**src/rtl/pwm_duty_meter.sv**
```systemverilog
`default_nettype none
`timescale 1ns/1ps
//------------------------------------------------------------------------------
// pwm_duty_meter: measures PWM period/high time and computes the duty percentage
// with a restoring divider. Optional macro PWM_DUTY_BCD_EN adds a BCD duty output.
// Revision: 1.0
//------------------------------------------------------------------------------
module pwm_duty_meter #(
  parameter int CNT_W       = 16,
  parameter int SYNC_STAGES = 2
) (
  input  logic             CLK_FPGA_BOARD,
  input  logic             reinicio,
  input  logic             pwm_in,
  input  logic             enable,
  output logic [CNT_W-1:0] period_o,
  output logic [CNT_W-1:0] high_o,
  output logic [6:0]       duty_pct_o,
  output logic             valid_o,
  output logic             busy_o,
  output logic [1:0]       stuck_o,
  output logic             overrun_o
`ifdef PWM_DUTY_BCD_EN
  ,
  output logic [11:0]      duty_bcd_o
`endif
);

  localparam int               NUM_W   = CNT_W + 7;
  localparam int               IT_W    = $clog2(NUM_W + 1);
  localparam logic [CNT_W-1:0] CNT_MAX = {CNT_W{1'b1}};

  typedef enum logic [0:0] {
    S_WAIT_RISE = 1'b0,
    S_COUNT     = 1'b1
  } state_t;

  state_t r_state, w_state_nx;

  logic [SYNC_STAGES-1:0] r_sync;
  logic                   r_pwm_prev;
  logic                   w_pwm_s, w_rise;
  logic [CNT_W-1:0]       r_period_cnt, r_high_cnt;
  logic                   w_snap, w_timeout, w_div_free, w_load;

  logic             r_busy, r_done;
  logic [IT_W-1:0]  r_iter;
  logic [NUM_W-1:0] r_num, w_num_load;
  logic [CNT_W-1:0] r_rem, r_div, r_h_snap;
  logic [7:0]       r_quo, w_quo_nx;
  logic             r_qovf, w_qovf_nx;
  logic [CNT_W:0]   w_rem_sh, w_diff;
  logic             w_ge;
  logic [6:0]       w_duty_fin;

  assign w_pwm_s = r_sync[SYNC_STAGES-1];
  assign w_rise  = w_pwm_s & ~r_pwm_prev;

  always_ff @(posedge CLK_FPGA_BOARD or negedge reinicio) begin
    if (!reinicio) begin
      r_sync     <= '0;
      r_pwm_prev <= 1'b0;
    end else begin
      r_sync     <= {r_sync[SYNC_STAGES-2:0], pwm_in};
      r_pwm_prev <= w_pwm_s;
    end
  end

  always_ff @(posedge CLK_FPGA_BOARD or negedge reinicio) begin
    if (!reinicio) r_state <= S_WAIT_RISE;
    else           r_state <= w_state_nx;
  end

  // enable has priority; a rise beats a coincident timeout
  always_comb begin
    w_state_nx = r_state;
    w_snap     = 1'b0;
    w_timeout  = 1'b0;
    case (r_state)
      S_WAIT_RISE: if (enable && w_rise) w_state_nx = S_COUNT;
      S_COUNT: begin
        if (!enable) begin
          w_state_nx = S_WAIT_RISE;
        end else if (w_rise) begin
          w_snap = 1'b1;
        end else if (r_period_cnt == CNT_MAX) begin
          w_timeout  = 1'b1;
          w_state_nx = S_WAIT_RISE;
        end
      end
      default: w_state_nx = S_WAIT_RISE;
    endcase
  end

  always_ff @(posedge CLK_FPGA_BOARD or negedge reinicio) begin
    if (!reinicio) begin
      r_period_cnt <= '0;
      r_high_cnt   <= '0;
    end else if (w_state_nx == S_COUNT) begin
      if (r_state == S_WAIT_RISE || w_snap) begin
        r_period_cnt <= CNT_W'(1);
        r_high_cnt   <= CNT_W'(1);
      end else begin
        r_period_cnt <= r_period_cnt + CNT_W'(1);
        r_high_cnt   <= r_high_cnt + CNT_W'(w_pwm_s);
      end
    end else begin
      r_period_cnt <= '0;
      r_high_cnt   <= '0;
    end
  end

  // The completion cycle still counts as occupied, so a snapshot there is dropped
  assign w_div_free = ~r_busy & ~r_done;
  assign w_load     = w_snap & w_div_free;
  assign w_num_load = NUM_W'(r_high_cnt) * NUM_W'(100);

  assign w_rem_sh   = {r_rem, r_num[NUM_W-1]};
  assign w_diff     = w_rem_sh - {1'b0, r_div};
  assign w_ge       = ~w_diff[CNT_W];
  assign w_quo_nx   = {r_quo[6:0], w_ge};
  assign w_qovf_nx  = r_qovf | r_quo[7];
  assign w_duty_fin = (w_qovf_nx || (w_quo_nx > 8'd100)) ? 7'd100 : w_quo_nx[6:0];

  always_ff @(posedge CLK_FPGA_BOARD or negedge reinicio) begin
    if (!reinicio) begin
      r_busy   <= 1'b0;
      r_iter   <= '0;
      r_num    <= '0;
      r_rem    <= '0;
      r_quo    <= '0;
      r_qovf   <= 1'b0;
      r_div    <= '0;
      r_h_snap <= '0;
    end else if (w_load) begin
      r_busy   <= 1'b1;
      r_iter   <= IT_W'(NUM_W);
      r_num    <= w_num_load;
      r_rem    <= '0;
      r_quo    <= '0;
      r_qovf   <= 1'b0;
      r_div    <= r_period_cnt;
      r_h_snap <= r_high_cnt;
    end else if (r_busy) begin
      r_num  <= {r_num[NUM_W-2:0], 1'b0};
      r_rem  <= w_ge ? w_diff[CNT_W-1:0] : w_rem_sh[CNT_W-1:0];
      r_quo  <= w_quo_nx;
      r_qovf <= w_qovf_nx;
      r_iter <= r_iter - IT_W'(1);
      if (r_iter == IT_W'(1)) r_busy <= 1'b0;
    end
  end

  always_ff @(posedge CLK_FPGA_BOARD or negedge reinicio) begin
    if (!reinicio) begin
      r_done     <= 1'b0;
      period_o   <= '0;
      high_o     <= '0;
      duty_pct_o <= '0;
      stuck_o    <= 2'b00;
      overrun_o  <= 1'b0;
    end else begin
      r_done <= 1'b0;
      if (r_busy && r_iter == IT_W'(1)) begin
        r_done     <= 1'b1;
        period_o   <= r_div;
        high_o     <= r_h_snap;
        duty_pct_o <= w_duty_fin;
        stuck_o    <= 2'b00;
      end else if (w_timeout) begin
        r_done     <= 1'b1;
        period_o   <= '0;
        high_o     <= w_pwm_s ? CNT_MAX : '0;
        duty_pct_o <= w_pwm_s ? 7'd100 : 7'd0;
        stuck_o    <= w_pwm_s ? 2'b10 : 2'b01;
      end
      if (w_snap && !w_div_free) overrun_o <= 1'b1;
    end
  end

  assign busy_o = r_busy;

`ifdef PWM_DUTY_BCD_EN
  logic [6:0] w_mod100;
  logic [3:0] w_tens, w_units;
  logic       w_hund;
  logic       r_valid_d;

  always_comb begin
    w_hund   = (duty_pct_o == 7'd100);
    w_mod100 = w_hund ? 7'd0 : duty_pct_o;
    w_tens   = 4'd0;
    for (int k = 1; k <= 9; k++) begin
      if (w_mod100 >= 7'(10 * k)) w_tens = 4'(k);
    end
    w_units  = 4'(w_mod100 - 7'(w_tens) * 7'd10);
  end

  always_ff @(posedge CLK_FPGA_BOARD or negedge reinicio) begin
    if (!reinicio) begin
      r_valid_d  <= 1'b0;
      duty_bcd_o <= '0;
    end else begin
      r_valid_d  <= r_done;
      duty_bcd_o <= {3'b000, w_hund, w_tens, w_units};
    end
  end

  assign valid_o = r_valid_d;
`else
  assign valid_o = r_done;
`endif

endmodule
`default_nettype wire

```
**config.mk**
```make
export PLATFORM = sky130hd
export DESIGN_NAME = pwm_duty_meter
export DESIGN_NICKNAME = d
export VERILOG_FILES = /design/src/rtl/pwm_duty_meter.sv
export SDC_FILE = /design/constraint.sdc
export NUM_CORES = 1
export LEC_CHECK = 0
export CAP_MARGIN = 10
export CORE_ASPECT_RATIO = 0.8
export CORE_MARGIN = 8
export CORE_UTILIZATION = 50
export CTS_CLUSTER_SIZE = 20
export DETAILED_ROUTE_END_ITERATION = 6
export PLACE_DENSITY_LB_ADDON = 0.3
export REMOVE_ABC_BUFFERS = 1
export SKIP_CTS_REPAIR_TIMING = 1
export SYNTH_ARGS = -nofsm -noshare
export SYNTH_HDL_FRONTEND = slang
export SYNTH_SLANG_ARGS = --single-unit
export TNS_END_PERCENT = 20
```
**constraint.sdc**
```tcl
create_clock -name CLK_FPGA_BOARD -period 4.9 [get_ports CLK_FPGA_BOARD]
set_input_delay 0.98 -clock CLK_FPGA_BOARD [delete_from_list [all_inputs] [get_ports CLK_FPGA_BOARD]]
set_output_delay 0.98 -clock CLK_FPGA_BOARD [all_outputs]
set_load 0.01 [all_outputs]
```
Yosys cells after proc, flatten, opt, wreduce, memory -nomap -nowiden

Cells that the tools add are included.

Equality and inequality tests: 2
Bitwise logic cells: 9
Order comparisons: 1
Add/sub/neg operators: 4
Multiply operators: 1
Mux-type cells: 44
Reduce and logical (&&, ||, !) cells: 8

Operators by type and width:

| kind                                                           | number |
|---|---|
| 2-to-1 mux 16 bit                                              | 12 |
| 2-to-1 mux 23 bit                                              | 2 |
| 2-to-1 mux 7 bit                                               | 4 |
| multiplier 16 x 5 -> 21 bit (second input constant)            | 1 |
| 2-to-1 mux 1 bit                                               | 18 |
| subtractor 17 x 16 -> 17 bit                                   | 1 |
| adder 16 x 1 -> 16 bit                                         | 1 |
| adder 16 x 1 -> 16 bit (second input constant)                 | 1 |
| == test 16 bit (second input constant)                         | 1 |
| 2-to-1 mux 8 bit                                               | 2 |
| 2-to-1 mux 5 bit                                               | 2 |
| greater-than comparator 8 x 7 -> 1 bit (second input constant) | 1 |
| 2-to-1 mux 2 bit                                               | 3 |
| == test 5 x 1 -> 1 bit (second input constant)                 | 1 |
| NOT 1 bit                                                      | 5 |
| subtractor 5 x 1 -> 5 bit (second input constant)              | 1 |
| nonzero test 2 bit                                             | 2 |
| AND 1 bit                                                      | 3 |
| logical AND 1 bit                                              | 3 |
| logical OR 1 bit                                               | 2 |
| one-hot mux 1 bit (2 select lines)                             | 1 |
| logical NOT 1 bit                                              | 1 |
| OR 1 bit                                                       | 1 |

Input bits: 4
Register bits after elaboration: 165
Output and inout bits: 44
Word-level logic and storage cells: 88

Depth between registers and ports, before layout

Gate-level depths: netlist of run 1.

Depth in word-level cells: 8
Gate-level depth with buffers: 13
Mapped depth without buffers: 13

Least setup slack after synthesis of run 1

No wires, ideal clock.

Path type: reg-to-reg
From: register r_high_cnt[1]
To: register r_num[14]
Cell stages (with the launch flop): 12
Clock period less this slack: 3121 ps
Data required time: 4774 ps
Path slack: 1779 ps
Arrival time: 2995 ps
Path buffers: 0
Library setup time: 126 ps
Cell sequence: dfrtp_1 -> ha_1 -> ha_1 -> ha_1 -> fa_1 -> a211o_1 -> a21o_1 -> a21oi_1 -> nor2b_1 -> o21ai_0 -> a21oi_1 -> a221o_1

Word-level cells in the longest chain between the ends: 2

RTL lines:

| what                        | RTL line | source |
|---|---|---|
| start, declared             | 43       | `logic [CNT_W-1:0] r_period_cnt, r_high_cnt;` |
| start signal, assigned      | 105      | `r_high_cnt <= r_high_cnt + CNT_W'(w_pwm_s);` |
| multiplier 16 x 5 -> 21 bit | 116      | `assign w_num_load = NUM_W'(r_high_cnt) * NUM_W'(100);` |
| 2-to-1 mux 23 bit           | 135      | `end else if (w_load) begin` |
| end signal, assigned        | 138      | `r_num <= w_num_load;` |
| end signal, assigned        | 145      | `r_num <= {r_num[NUM_W-2:0], 1'b0};` |
| end, declared               | 48       | `logic [NUM_W-1:0] r_num, w_num_load;` |

Every way passes these cells.
A chain may end at the register's enable or synchronous reset.

Final worst setup path of run 1

From: register r_high_cnt[3]
To: register r_num[14]

The elaborated chain is that of the path after synthesis.

==> results of run 1 <==
## state kept, by name, summed over array words and instances (netlist names), 2 cells and up
| signal | cells |
|---|---|
| r_num | 21 |
| high_o | 16 |
| period_o | 16 |
| r_div | 16 |
| r_h_snap | 16 |
| r_high_cnt | 16 |
| r_period_cnt | 16 |
| r_rem | 16 |
| r_quo | 8 |
| duty_pct_o | 7 |
| r_iter | 5 |
| r_sync | 2 |
| stuck_o | 2 |
## placed cells by master (no fill, tap or decap), types with 5 or more instances in the layout
cell and instances:
o21ai_0 91, buf_4 7, fa_1 12, inv_1 74, o21ai_1 9, xor2_1 28, nor2b_1 5, a21oi_1 37
and2_1 6, a22oi_1 8, o21a_1 6, a31oi_1 5, nand2b_1 7, nand3_1 36, clkdlybuf4s50_1 46, clkinvlp_4 6
a21o_1 13, o221ai_1 7, and3_1 16, clkbuf_16 17, ha_1 73, xnor2_1 29, nor2_1 51, nand2_1 146
dfrtp_1 162, mux2i_1 12
## kinds of logic (layout without fill, tap and decap cells)
group                    count (synthesis)  count (layout)
multiplexers                            14              14
buffers and inverters                  115             160
adder cells (fa/ha/maj)                 85              85
flip-flops                             163             163
AO/OA/AOI/OAI                          213             213
XOR/XNOR                                57              57
AND/OR/NAND/NOR                        293             293
## critical path: cells and delay by family (launching register included)
family / cells / cell delay, ns
and+or+nand+nor: 1 / 0.09
adders and majority gates: 4 / 1.35
AOI/OAI and AO/OA: 6 / 1.33
buffers and inverters: 2 / 0.10
DFF: 1 / 0.45
## path summary, 6_finish.rpt
path | to | startpoint | slack, ns
min reg2reg | r_sync[1] | r_sync[0] | 0.35
max | r_num[14] | r_high_cnt[3] | 1.47
max reg2reg | r_num[14] | r_high_cnt[3] | 1.47
max in group asynchronous | r_high_cnt[10] | reinicio | 3.24
min in group asynchronous | duty_pct_o[4] | reinicio | 0.66
min | r_sync[1] | r_sync[0] | 0.35
## final cells by class
| type | count | area [µm²] | area share (%) |
|---|---|---|---|
| inverter | 74 | 278 | 2.73 |
| multi-input combinational | 662 | 4420 | 43.5 |
| clock inverter | 11 | 128 | 1.25 |
| clock buffer | 21 | 460 | 4.53 |
| tap | 225 | 282 | 2.77 |
| timing repair buffer | 54 | 524 | 5.15 |
| sequential | 163 | 4080 | 40.1 |
## metal layers
layer / routed length, µm / GRT usage [%]
met1: 9710 / 27.0
met2: 8650 / 27.6
met3: 1110 / 4.65
met4: 144 / 4.06
met5: 0 / 0
## power by group through the flow
| stage | Sequential [µW] | Clock [µW] | Combinational (µW) |
|---|---|---|---|
| 3_5_place_dp | 1760 | 0 | 1090 |
| 6_report | 1740 | 1330 | 1100 |
| 4_1_cts | 1740 | 1350 | 1110 |
| 3_3_place_gp | 1750 | 0 | 1060 |
| 5_1_grt | 1770 | 1410 | 1250 |
| 2_1_floorplan | 1750 | 0 | 733 |
## per-stage QoR
step / setup WS (ns) / TNS, ns / hold slack (ns) / cells
after floorplan: -0.118 / -0.623 / 0.331 / 899
after global placement: 1.61 / 0 / 0.335 / 1178
after detailed placement: 1.51 / 0 / 0.347 / 1178
after CTS: 1.49 / 0 / 0.359 / 1210
after global routing: 1.29 / 0 / 0.370 / 1210
final: 1.47 / 0 / 0.355 / 1210
==> impl_results.md, run 1 <==
- Power per cell area: 410 mW/mm²
- Drt drc: 0
- Endpoints failing setup: 0
- Post-synth EDFFs: 0
- Post-route ant nets: 0
- Commonest cells post-synth: dfrtp_1, nand2_1, o21ai_0
- Vias in the first global route: 6,570
- Post-DP Area: 0.00959 mm²
- Predominant post-synthesis flop cell: dfrtp_1
- Worst-Margin Slew: 1.17 ns
- Final Cell Area: 0.0102 mm²
- Max Cap Viol: 0
- Multiplexer share of the synthesized area: 1.64%
- DRT Pass-1 Iters: 5
- Combinational share of power: 26.4%
- Xor and xnor area share after synthesis: 5.58%
- Top-count cell post-synth: dfrtp_1
- Avg Inst Size Synth: 9.52 µm²
- Simple-Gate Fraction of Synth Area: 14.7%
- Initial antenna violation count: 0
- Number of library cell types mapped by synthesis: 65
- P_leak: 0.00494 µW
- Max Clock Freq: 291 MHz
- Initial core utilization: 51.3%
- Fill cell count: 1,473
- Total CTS buffers: 17
- Layout net count: 1,061
- Synth top area share: 45.6%
- Worst Reg-to-Reg Cells: 13
- Final GP Congestion: 0.920
- Skew-Pair Late Insertion Delay: 0.43 ns
- Post-detail-place hpwl: 13,600 µm
- Biggest area consumer among synthesized cells: dfrtp_1
- First-pass GRT wire length: 33,400 µm
- Clock Tree Buf Depth: 2
- Initial DRC count: 450
- Layout cell share with drive strength beyond 1: 5.48%
- Slowest cell delay on critical path: 0.50 ns
- Final period util: 70.0%
- H-tree Lvls: 4
- P_sw: 1360 µW
- Async set-reset flop share out of synthesis: 100%
- Worst-path cell chain: ha_1, ha_1, inv_1, fa_1, inv_1, ha_1, a211o_1, a21o_1, a21oi_1, nor2b_1, o21ai_0, a21oi_1, a221o_1
- Seq cells post-synth: 163
- Worst Path Max Fanout: 5
- Hold Crit Class: flop to flop
- Switching share of power: 32.5%
- Fin. max-slew vios: 0
- Largest net degree at the start of global routing: 105
- FP Rows: 43
- Worst slew margin: 21.9%
- Hold depth: 0
- Arrival @ worst endpoint: 3.74 ns
- Critical Path Source Type: flop
- Clock Root Buffer: clkbuf_16
- RSZ-0062 raised after global routing: no
- Core area: 0.0174 mm²
- Final worst path period need: 3.43 ns
- IO buf count: 47
- Pint: 2820 µW
- Clock sink total: 163
- Ys Warns: 0
- DRT Wirelength: 19,600 µm
- CTS tree: yes
- Sequential element share of the synthesized area: 45.6%
- Worst setup EP type: flop
- GRT Util Overall: 18.6%
- Final Hold Vio Count: 0
- Main combinational cell family by area after synthesis: simple AND/OR/NAND/NOR gates
- Area delta synth->final: 13.7%
- Vias post-DR: 6,681
- Diodes inserted: 0
- Clock power share: 31.9%
- Most used cell, CP: ha_1
- Crit path required time: 5.21 ns
- Syn Inst Count: 940
- Critical path's slowest cell: fa_1
- Share of total power in sequential cells: 41.8%
- Die width: 166 µm
- Area of the mapped netlist: 0.00895 mm²
- WS Path Type: flop to flop
- Die area: 0.0225 mm²
- Die Y-Extent: 136 µm
- VDD IR-drop max: 175 µV
- Status: complete, no violations
- Worst Clk Skew: 0.00800 ns
- Adder-Cell Fraction of Synth Area: 12.9%
- Area contributors post-synth: dfrtp_1, ha_1, nand2_1, o21ai_0, inv_1
- Via density: 5.52
- I/O Pins: 48
- WL/cell: 16.2 µm
- CTS clk-pin slew, worst paths: 0.06 ns
- Final core utilization: 58.4%
- Tot Pwr: 4170 µW
- Synth Area in Compound Gates: 14.6%
- Gr ovfl total: 0
Note: power is estimated with default switching activity, not from simulation.
==> run 2, diff against run 1 <==
==> constraint.sdc (replaced) <==
create_clock -name CLK_FPGA_BOARD -period 3 [get_ports CLK_FPGA_BOARD]
set_input_delay 0.6 -clock CLK_FPGA_BOARD [delete_from_list [all_inputs] [get_ports CLK_FPGA_BOARD]]
set_output_delay 0.6 -clock CLK_FPGA_BOARD [all_outputs]
set_load 0.01 [all_outputs]
==> run 2 against run 1 <==
Against the previous run: the flow now finishes with violations (setup timing); combinational power rose by 72%; sequential power rose by 62%; sequential cell count did not move; utilization rose by 4.4 points; maximum frequency rose by 7.7%; die area did not move; design area rose by 7.6%; via count rose by 4.2%; largest cell class unchanged.
==> impl_results.md, run 2 (synthesis gave the netlist of run 1 again) <==
- Worst Path Max Fanout: 4
- Diodes inserted: 0
- Critical Path Source Type: flop
- Final GP Congestion: 0.830
- Failing checks: setup timing
- GRT Util Overall: 18.4%
- IO buf count: 47
- Die area: 0.0225 mm²
- Clock sink total: 163
- Worst Slack Setup Final: -0.187 ns
- Commonest non-fill, non-tap cell in the layout: dfrtp_1
- Arrival @ worst endpoint: 3.50 ns
- Final Hold Vio Count: 0
- Final period util: 106%
- WS Path Type: flop to flop
- CTS tree: yes
- Gr ovfl total: 0
- Worst Clk Skew: 0.00942 ns
- Die width: 166 µm
- Initial core utilization: 51.3%
- Reg with most FFs: r_num
- Max reg flops: 21
- Commonest cells after routing, fill and taps aside: dfrtp_1, nand2_1, o21ai_0
- FF+latch area: 0.00408 mm²
- Final worst path period need: 3.19 ns
- I/O Pins: 48
- Clock Tree Buf Depth: 2
- Max Clock Freq: 314 MHz
- Power per cell area: 631 mW/mm²
- First-pass GRT wire length: 33,300 µm
- VDD IR-drop max: 294 µV
- Skew-Pair Late Insertion Delay: 0.43 ns
- Layout net count: 1,114
- Post-route ant nets: 0
- H-tree Lvls: 4
- Via density: 5.51
- Area delta synth->final: 22.3%
- Vias post-DR: 6,964
- FP Rows: 43
- DRT Pass-1 Iters: 5
- Endpoints failing setup: 7
- CTS clk-pin slew, worst paths: 0.07 ns
- Max Cap Viol: 0
- Clock Root Buffer: clkbuf_16
- Hold Crit Class: input pin to async pin
- Initial antenna violation count: 0
- Die Y-Extent: 136 µm
- Status: complete, but fails checks
- Fill cell count: 1,442
- Worst Reg-to-Reg Cells: 11
- WL/cell: 16.2 µm
- Initial DRC count: 570
- Post-Place Setup Slack: -0.254 ns
- Drt drc: 0
- P_leak: 0.00521 µW
- Layout cell share with drive strength beyond 1: 14.3%
- DRT Wirelength: 20,400 µm
- Core area: 0.0174 mm²
- Worst-Margin Slew: 0.671 ns
- Post-detail-place hpwl: 14,200 µm
- Multi-input gate area: 0.00475 mm²
- Vias in the first global route: 6,683
- Total CTS buffers: 17
- Worst setup EP type: flop
- RSZ-0062 raised after global routing: yes
- Worst slew margin: 54.9%
- Fin. max-slew vios: 0
- Crit path required time: 3.31 ns
- Tot Pwr: 6900 µW
- Largest net degree at the start of global routing: 57
- Hold slack: 0.117 ns
run 2: cell count changes in the layout (fill, tap and decap cells not counted), moves of 4 or more:
cell and change:
ha_4 +12, buf_4 +49, ha_1 -13, clkinvlp_4 -4, inv_1 -4, o21ai_1 +6
a21oi_1 -4, o21ai_0 -6, inv_2 +4
run 2: metrics by stage:
| stage | TNS (ns) | std cells | cell area, µm² | util (%) |
|---|---|---|---|---|
| after global placement | -0.958 | 1222 | 9950 | 57.1 |
| after floorplan | -63.64 | 899 | 8770 | - |
| final | -0.470 | 1263 | 10900 | 62.8 |
| after detailed placement | -1.35 | 1222 | 9950 | 57.1 |
| after global routing | -1.48 | 1263 | 10900 | 62.8 |
| after CTS | -2.04 | 1254 | 10500 | 60.5 |
run 2: report_power, final:
group | switching (µW) | internal, µW
sequential | 280 | 2540
combinational | 1060 | 832
clock | 931 | 1260
total | 2270 | 4630
run 2: metal layers:
metal / up-vias / part of all wire, % / track usage (%)
met2: 140 / 44 / 26.5
li1: 3374 / - / -
met3: 27 / 4.7 / 3.92
met1: 3423 / 50 / 27.3
met5: - / 0 / 0
met4: 0 / 1.4 / 5.30
run 2: worst max-delay path, cell delays in order (launching register included):
cell,delay (ns)
dfrtp_2,0.45
ha_1,0.29
ha_1,0.29
ha_1,0.24
fa_1,0.41
a211o_1,0.37
a21o_1,0.19
a21oi_2,0.15
nor2b_1,0.09
o21ai_1,0.19
a21oi_1,0.09
a221o_1,0.31
run 2: path summary, 6_finish.rpt:
kind                                    start         to  slack, ns
worst max-delay path            r_high_cnt[1]  r_num[14]      -0.19
worst min-delay path                 reinicio   r_quo[1]       0.12
worst max register to register  r_high_cnt[1]  r_num[14]      -0.19
worst min register to register      r_sync[0]  r_sync[1]       0.36
max in group asynchronous            reinicio  r_num[18]       2.18
min in group CLK_FPGA_BOARD         r_sync[0]  r_sync[1]       0.36
run 2: layout make-up:
cell class | count | share of cell area, %
Inverter | 74 | 2.54
Sequential cell | 163 | 37.3
Clock buffer | 19 | 4.05
Tap cell | 225 | 2.57
Clock inverter | 13 | 1.34
Timing Repair Buffer | 107 | 8.80
Multi-Input combinational cell | 662 | 43.4
